`src/rtl/fetch_ctrl.sv`:
```
// Instruction fetch controller: drives a PC into instruction memory and holds one fetched word for decode.
// Optional performance counters (fetch_count, stall_count) are built when FETCH_PERF_CNT_EN is defined.
module fetch_ctrl (
   input  logic        clk,
   input  logic        rst,
   input  logic        stall,
   input  logic        redirect_valid,
   input  logic [31:0] redirect_target,
   input  logic        imem_ready,
   input  logic [31:0] imem_rdata,
   output logic        imem_ce,
   output logic [31:0] imem_addr,
   output logic [31:0] pc,
   output logic        inst_valid,
   output logic [31:0] inst,
   output logic [31:0] inst_pc,
   output logic        misalign,
`ifdef FETCH_PERF_CNT_EN
   output logic [31:0] fetch_count,
   output logic [31:0] stall_count,
`endif
   output logic [1:0]  dbg_state
);

   localparam logic [1:0] IDLE   = 2'd0;
   localparam logic [1:0] FETCH  = 2'd1;
   localparam logic [1:0] BUBBLE = 2'd2;

   logic [1:0]  r_state;
   logic [31:0] r_pc;
   logic        r_inst_valid;
   logic [31:0] r_inst;
   logic [31:0] r_inst_pc;
   logic        r_misalign;

   logic w_redirect;
   logic w_fire;
   logic w_consume;

   // Handshakes: a fetch completes in a cycle with imem_ce && imem_ready; the decode
   // slot is held while inst_valid && stall and consumed when inst_valid && !stall.
   assign w_redirect = redirect_valid && (r_state != IDLE);
   assign imem_ce    = !rst && (r_state == FETCH) && !redirect_valid && (!r_inst_valid || !stall);
   assign w_fire     = imem_ce && imem_ready;
   assign w_consume  = r_inst_valid && !stall;

   always_ff @(posedge clk) begin
      if (rst) begin
         r_state <= IDLE;
      end else begin
         case (r_state)
            IDLE:    r_state <= FETCH;
            FETCH:   r_state <= redirect_valid ? BUBBLE : FETCH;
            BUBBLE:  r_state <= redirect_valid ? BUBBLE : FETCH;
            default: r_state <= IDLE;
         endcase
      end
   end

   always_ff @(posedge clk) begin
      if (rst) begin
         r_pc         <= 32'h0;
         r_inst_valid <= 1'b0;
         r_inst       <= 32'h0;
         r_inst_pc    <= 32'h0;
         r_misalign   <= 1'b0;
      end else if (w_redirect) begin
         r_pc         <= {redirect_target[31:2], 2'b00};
         r_inst_valid <= 1'b0;
         if (redirect_target[1:0] != 2'b00) begin
            r_misalign <= 1'b1;
         end
      end else if (w_fire) begin
         r_inst       <= imem_rdata;
         r_inst_pc    <= r_pc;
         r_inst_valid <= 1'b1;
         r_pc         <= r_pc + 32'd4;
      end else if (w_consume) begin
         r_inst_valid <= 1'b0;
      end
   end

`ifdef FETCH_PERF_CNT_EN
   logic [31:0] r_fetch_count;
   logic [31:0] r_stall_count;

   always_ff @(posedge clk) begin
      if (rst) begin
         r_fetch_count <= 32'h0;
         r_stall_count <= 32'h0;
      end else begin
         if (w_fire) begin
            r_fetch_count <= r_fetch_count + 32'd1;
         end
         if ((r_state == FETCH) && r_inst_valid && stall) begin
            r_stall_count <= r_stall_count + 32'd1;
         end
      end
   end

   assign fetch_count = r_fetch_count;
   assign stall_count = r_stall_count;
`endif

   assign imem_addr  = r_pc;
   assign pc         = r_pc;
   assign inst_valid = r_inst_valid;
   assign inst       = r_inst;
   assign inst_pc    = r_inst_pc;
   assign misalign   = r_misalign;
   assign dbg_state  = r_state;

endmodule

```
`config.mk`:
```
export PLATFORM = sky130hd
export DESIGN_NAME = fetch_ctrl
export DESIGN_NICKNAME = d
export VERILOG_FILES = /design/src/rtl/fetch_ctrl.sv
export SDC_FILE = /design/constraint.sdc
export NUM_CORES = 1
export LEC_CHECK = 0
export CORE_UTILIZATION = 41
export DETAILED_ROUTE_END_ITERATION = 12
export PLACE_DENSITY_LB_ADDON = 0.3
export SYNTH_ARGS = -nofsm -noshare
export SYNTH_HDL_FRONTEND = slang
export SYNTH_SLANG_ARGS = --single-unit
export TNS_END_PERCENT = 10
```
`constraint.sdc`:
```
create_clock -name clk -period 2.9 [get_ports clk]
set_input_delay 0.29 -clock clk [delete_from_list [all_inputs] [get_ports clk]]
set_output_delay 0.29 -clock clk [all_outputs]
set_load 0.01 [all_outputs]
```
Yosys cells after proc, flatten, opt, wreduce, memory -nomap -nowiden
Index checks and enable logic that the tools add are counted.
Operators by class
  reductions and logical operators: 20
  $add $sub $neg: 1
  eq/ne operators: 2
  bitwise operators: 1
  multiplexer cells: 6
Operators by type and width (count)
  32-bit two-way mux: 2
  32-bit by 3-bit adder with 32-bit output (second input constant): 1
  2-bit nonzero test: 4
  1-bit logical AND: 6
  1-bit zero test: 4
  2-bit case mux with 2 select lines: 1
  2-bit AND reduction: 2
  2-bit OR reduction: 2
  2-bit by 1-bit == test with 1-bit output (second input constant): 1
  2-bit == test (second input constant): 1
  2-bit zero test: 1
  1-bit two-way mux: 2
  2-bit two-way mux: 1
  1-bit logical OR: 1
  1-bit inverter: 1
Word-level totals
  flip-flop bits (word level): 100
  output and inout bits: 133

Logic depth before layout (Yosys ltp)
  depth after elaboration: 7
  mapped depth: 9
  gate-level depth less buffers: 7

Least setup slack after synthesis
OpenSTA, ideal clock, no wires.
  kind: register to register
  start point: register r_pc[10] (netlist: imem_addr[10])
  end point: register r_pc[31] (netlist: imem_addr[31])
  slack: 0.728 ns
  setup time: 0.079 ns
  arrival: 2.093 ns
  required time: 2.821 ns
  clock period less this slack: 2.172 ns
  cell stages (with the launch flop): 7
  cells stage by stage: dfxtp_1 -> buf_2 -> nand4_2 -> or4_4 -> or3_4 -> or4_1 -> o211ai_1
Between the ends
  cells in the longest elaborated chain, start to end: 3
RTL lines
  start: declaration: line 30  | logic [31:0] r_pc;
  start signal: assignment: line 68  | r_pc <= {redirect_target[31:2], 2'b00};
  start signal: assignment: line 77  | r_pc <= r_pc + 32'd4;
  32-bit by 3-bit adder with 32-bit output: line 77
  32-bit two-way mux: line 73  | end else if (w_fire) begin
  32-bit two-way mux: line 67  | end else if (w_redirect) begin
Every way passes these cells. The select of a mux whose other input is x is not followed.
A chain may end at the register's enable or synchronous reset.

Final worst setup path
  start point: register r_pc[2] (netlist: imem_addr[2])
  end point: register r_pc[26] (netlist: imem_addr[26])
The elaborated chain is that of the path after synthesis.

==> results_dict.tcl <==
set metrics [dict create \
    r2r_cells 6 \
    drc 0 \
    n_antenna_cell 0 \
    min_period_ns 2.40 \
    grt_pass1_vias 4169 \
    synth_cell_types 46 \
    syn_inst 561 \
    dieWidth_um 105 \
    status "finished, final reports clean" \
    critical-path-top-delay-family "simple AND/OR/NAND/NOR gates" \
    synth_ff_type "dfxtp_1" \
    yosysTopAreaCellShare_pct 44.5 \
    fillers 931 \
    cts_setup_buffers 0 \
    path_clk_slew_ns 0.09 \
    grt_max_degree 97 \
    hold_violations 0 \
    die_h_um 105 \
    r2r_start "imem_addr[2]" \
    setup_viol 0 \
    ant_nets 0 \
    p_leak_nw 2.13 \
    grt_overflow 0 \
    ys_top_cells_by_area "dfxtp_1 44%, nand2_1 12%, a21oi_1 10%, buf_4 6.3%, clkbuf_1 3.0%" \
    postCtsHoldBufs 0 \
    drt_iter0_markers 216 \
    coreArea_um2 10300 \
    setup_tns_ns 0 \
    max-slew-margin-rel_pct 34.1 \
    synthesis.area_um2 4320 \
    fin_total_pwr_mw 2.84 \
    min_period_over_period_pct 82.8 \
    worstSetupStartpointType "register" \
    worstSkewPairLatency_ns 0.36 \
    clock.fmax_ghz 0.416 \
    antenna_found_initial 0 \
    ys_warn_count 0 \
    drive_above_1_share_pct 4.62 \
    cp_slowest_stage_delay_ns 0.70 \
    routedWlPerCell_um 15.1 \
    cts_tree "done" \
    holdCritStartpoint "inst[8]" \
    cap_viol_max_count 0 \
    cp.required_ns 3.10 \
    dp_hpwl_mm 8.95 \
    synth_edf_count 0 \
    finalNetCount 784 \
    synth_commonest_cells "143 x nand2_1, 96 x dfxtp_1, 86 x a21oi_1" \
    whs_path_depth 2 \
    multiInputGateArea_um2 1980 \
    hold_class "register to register" \
    p_per_area_nw_per_um2 446 \
    viasPerCell 5.24 \
    worstPathMaxFanout 8 \
    seq_area_um2 1920 \
    dieArea_um2 11000 \
    cp.arrival_ns 2.60 \
    p_sw_mw 0.727 \
    crit_chain "ha_1 -> nand4_1 -> or4_1 -> nor4_1 -> xnor2_1 -> o22ai_1" \
    fin_skew_ns 0.0122 \
    cts-buffers-inserted 9 \
    grt_pass1_wl_mm 20.5 \
    rsz0062_at_grt "no" \
    seqPwrFrac_pct 50.3 \
    path_class "register to register" \
    synth_area_per_cell_um2 7.70 \
    drt_first_pass_iters 8 \
    cts.sinks 96 \
    start_util_pct 42.1 \
    crit_path_end_kind "register" \
    holdPathEnd "inst[8]" \
    cp_num_buf_inv 0 \
    cts_root_buf "clkbuf_8" \
    report.final.slew_viol_count 0 \
    synth_seq_area_share_pct 44.5 \
    portBuffers 195 \
    rr_endpoint "imem_addr[26]" \
    async_flop_share_pct 0 \
    final_cells 851 \
    area_growth_pct 47.4 \
    via_count 4460 \
    slowest_stage "or4_1" \
    cts_resized 0 \
    routed_wirelength_mm 12.8 \
    rows 37 \
    gp_congestion 0.790 \
    holdWs_ns 0.453 \
    ff2ff_setup_slack_ns 0.50 \
    irDropWorstVdd_v 0.000268 \
    h-tree-depth 3 \
    ios 202 \
    p_clk_share_pct 32.7 \
    synth-seq-cells 96 \
    grt_usage_pct 23.1 \
    post-place-cells 836 \
    synth_top_cell_by_area "dfxtp_1" \
    p_comb_share_pct 17.0 \
    synth.most_common_cell "nand2_1" \
    p_sw_share_pct 25.6 \
    clockBufferDepth 2 \
    fin_util_pct 62.0 \
    p_int_mw 2.11 \
    tightest_slew_ns 0.988 \
]
==> state kept, by name (all words and copies together), names as in the netlist <==
signal,count
misalign,1
imem_addr,30
dbg_state,2
inst,32
inst_valid,1
inst_pc,30
==> worst max path at each step <==
stage | startpoint | endpoint | slack (ns) | cells after the start
5_1_grt | imem_addr[2] | imem_addr[26] | 0.36 | 6
6_report | imem_addr[2] | imem_addr[26] | 0.50 | 6
2_1_floorplan | imem_addr[10] | imem_addr[31] | 0.73 | 6
4_1_cts | imem_addr[2] | imem_addr[26] | 0.52 | 6
3_3_place_gp | redirect_valid | imem_addr[13] | 0.63 | 6
3_5_place_dp | imem_addr[2] | imem_addr[26] | 0.53 | 6
==> metal layers <==
metal / wire, um / vias to the layer above / share of wire (%) / track usage [%]
li1: - / 2179 / - / -
met1: 5160 / 2066 / 40 / 27.3
met2: 6360 / 186 / 50 / 39.3
met3: 895 / 29 / 7.0 / 5.74
met4: 399 / 0 / 3.1 / 11.1
met5: 0 / - / 0 / 0
==> stage by stage <==
step	area [um2]	setup slack, ns
6_report	6370	0.498
5_1_grt	6370	0.359
4_1_cts	6370	0.519
3_5_place_dp	6170	0.525
3_3_place_gp	6170	0.626
2_1_floorplan	4340	0.728
==> worst reg2reg max path, cell delays in order, from the launching register on <==
cell and delay (ns):
dfxtp_1 0.47, ha_1 0.27, nand4_1 0.24, or4_1 0.70
nor4_1 0.31, xnor2_1 0.16, o22ai_1 0.10
==> cell families (layout without fill, tap and decap cells) <==
| logic type | count (synthesis) | after routing | synth area share [%] |
|---|---|---|---|
| buffers and inverters | 84 | 233 | 10.5 |
| AND/OR/NAND/NOR | 232 | 232 | 24.2 |
| XOR/XNOR | 10 | 10 | 2.03 |
| AO/OA/AOI/OAI | 133 | 133 | 17.4 |
| adder cells (fa/ha/maj) | 4 | 4 | 1.16 |
| multiplexers | 1 | 1 | 0.232 |
| other | 1 | 6 | 0.0868 |
| flip-flops | 96 | 96 | 44.5 |
==> power by group through the flow <==
| stage | combinational [mW] | sequential, mW | clock [mW] |
|---|---|---|---|
| after detailed placement | 0.481 | 1.46 | 0 |
| after floorplan | 0.215 | 1.47 | 0 |
| after CTS | 0.486 | 1.43 | 0.946 |
| after global routing | 0.521 | 1.44 | 1.01 |
| after global placement | 0.476 | 1.45 | 0 |
| final | 0.482 | 1.43 | 0.929 |
==> cells in the final DEF (no fill, tap or decap), types with 5 or more instances in the layout <==
cell and count:
clkdlybuf4s50_1 194, nand2_1 143, dfxtp_1 96, a21oi_1 86, nor2_1 20, nor3_1 14, buf_4 12, inv_1 11
nand3_1 10, o22ai_1 10, o21ai_0 10, and3_1 9, nand4_1 9, clkbuf_8 9, xnor2_1 8, a31oi_1 6
conb_1 6, o211ai_1 5
==> area by class of cell <==
class                   instances  share of cell area (%)
multi-input cells             386                    31.1
flip-flops and latches         96                    30.2
inverters                      11                   0.648
well taps                     136                    2.67
clock buffers                  11                    2.06
repair buffers                207                    32.2
clock inverters                 4                    1.10
Note: power is estimated with default switching activity, not from simulation.
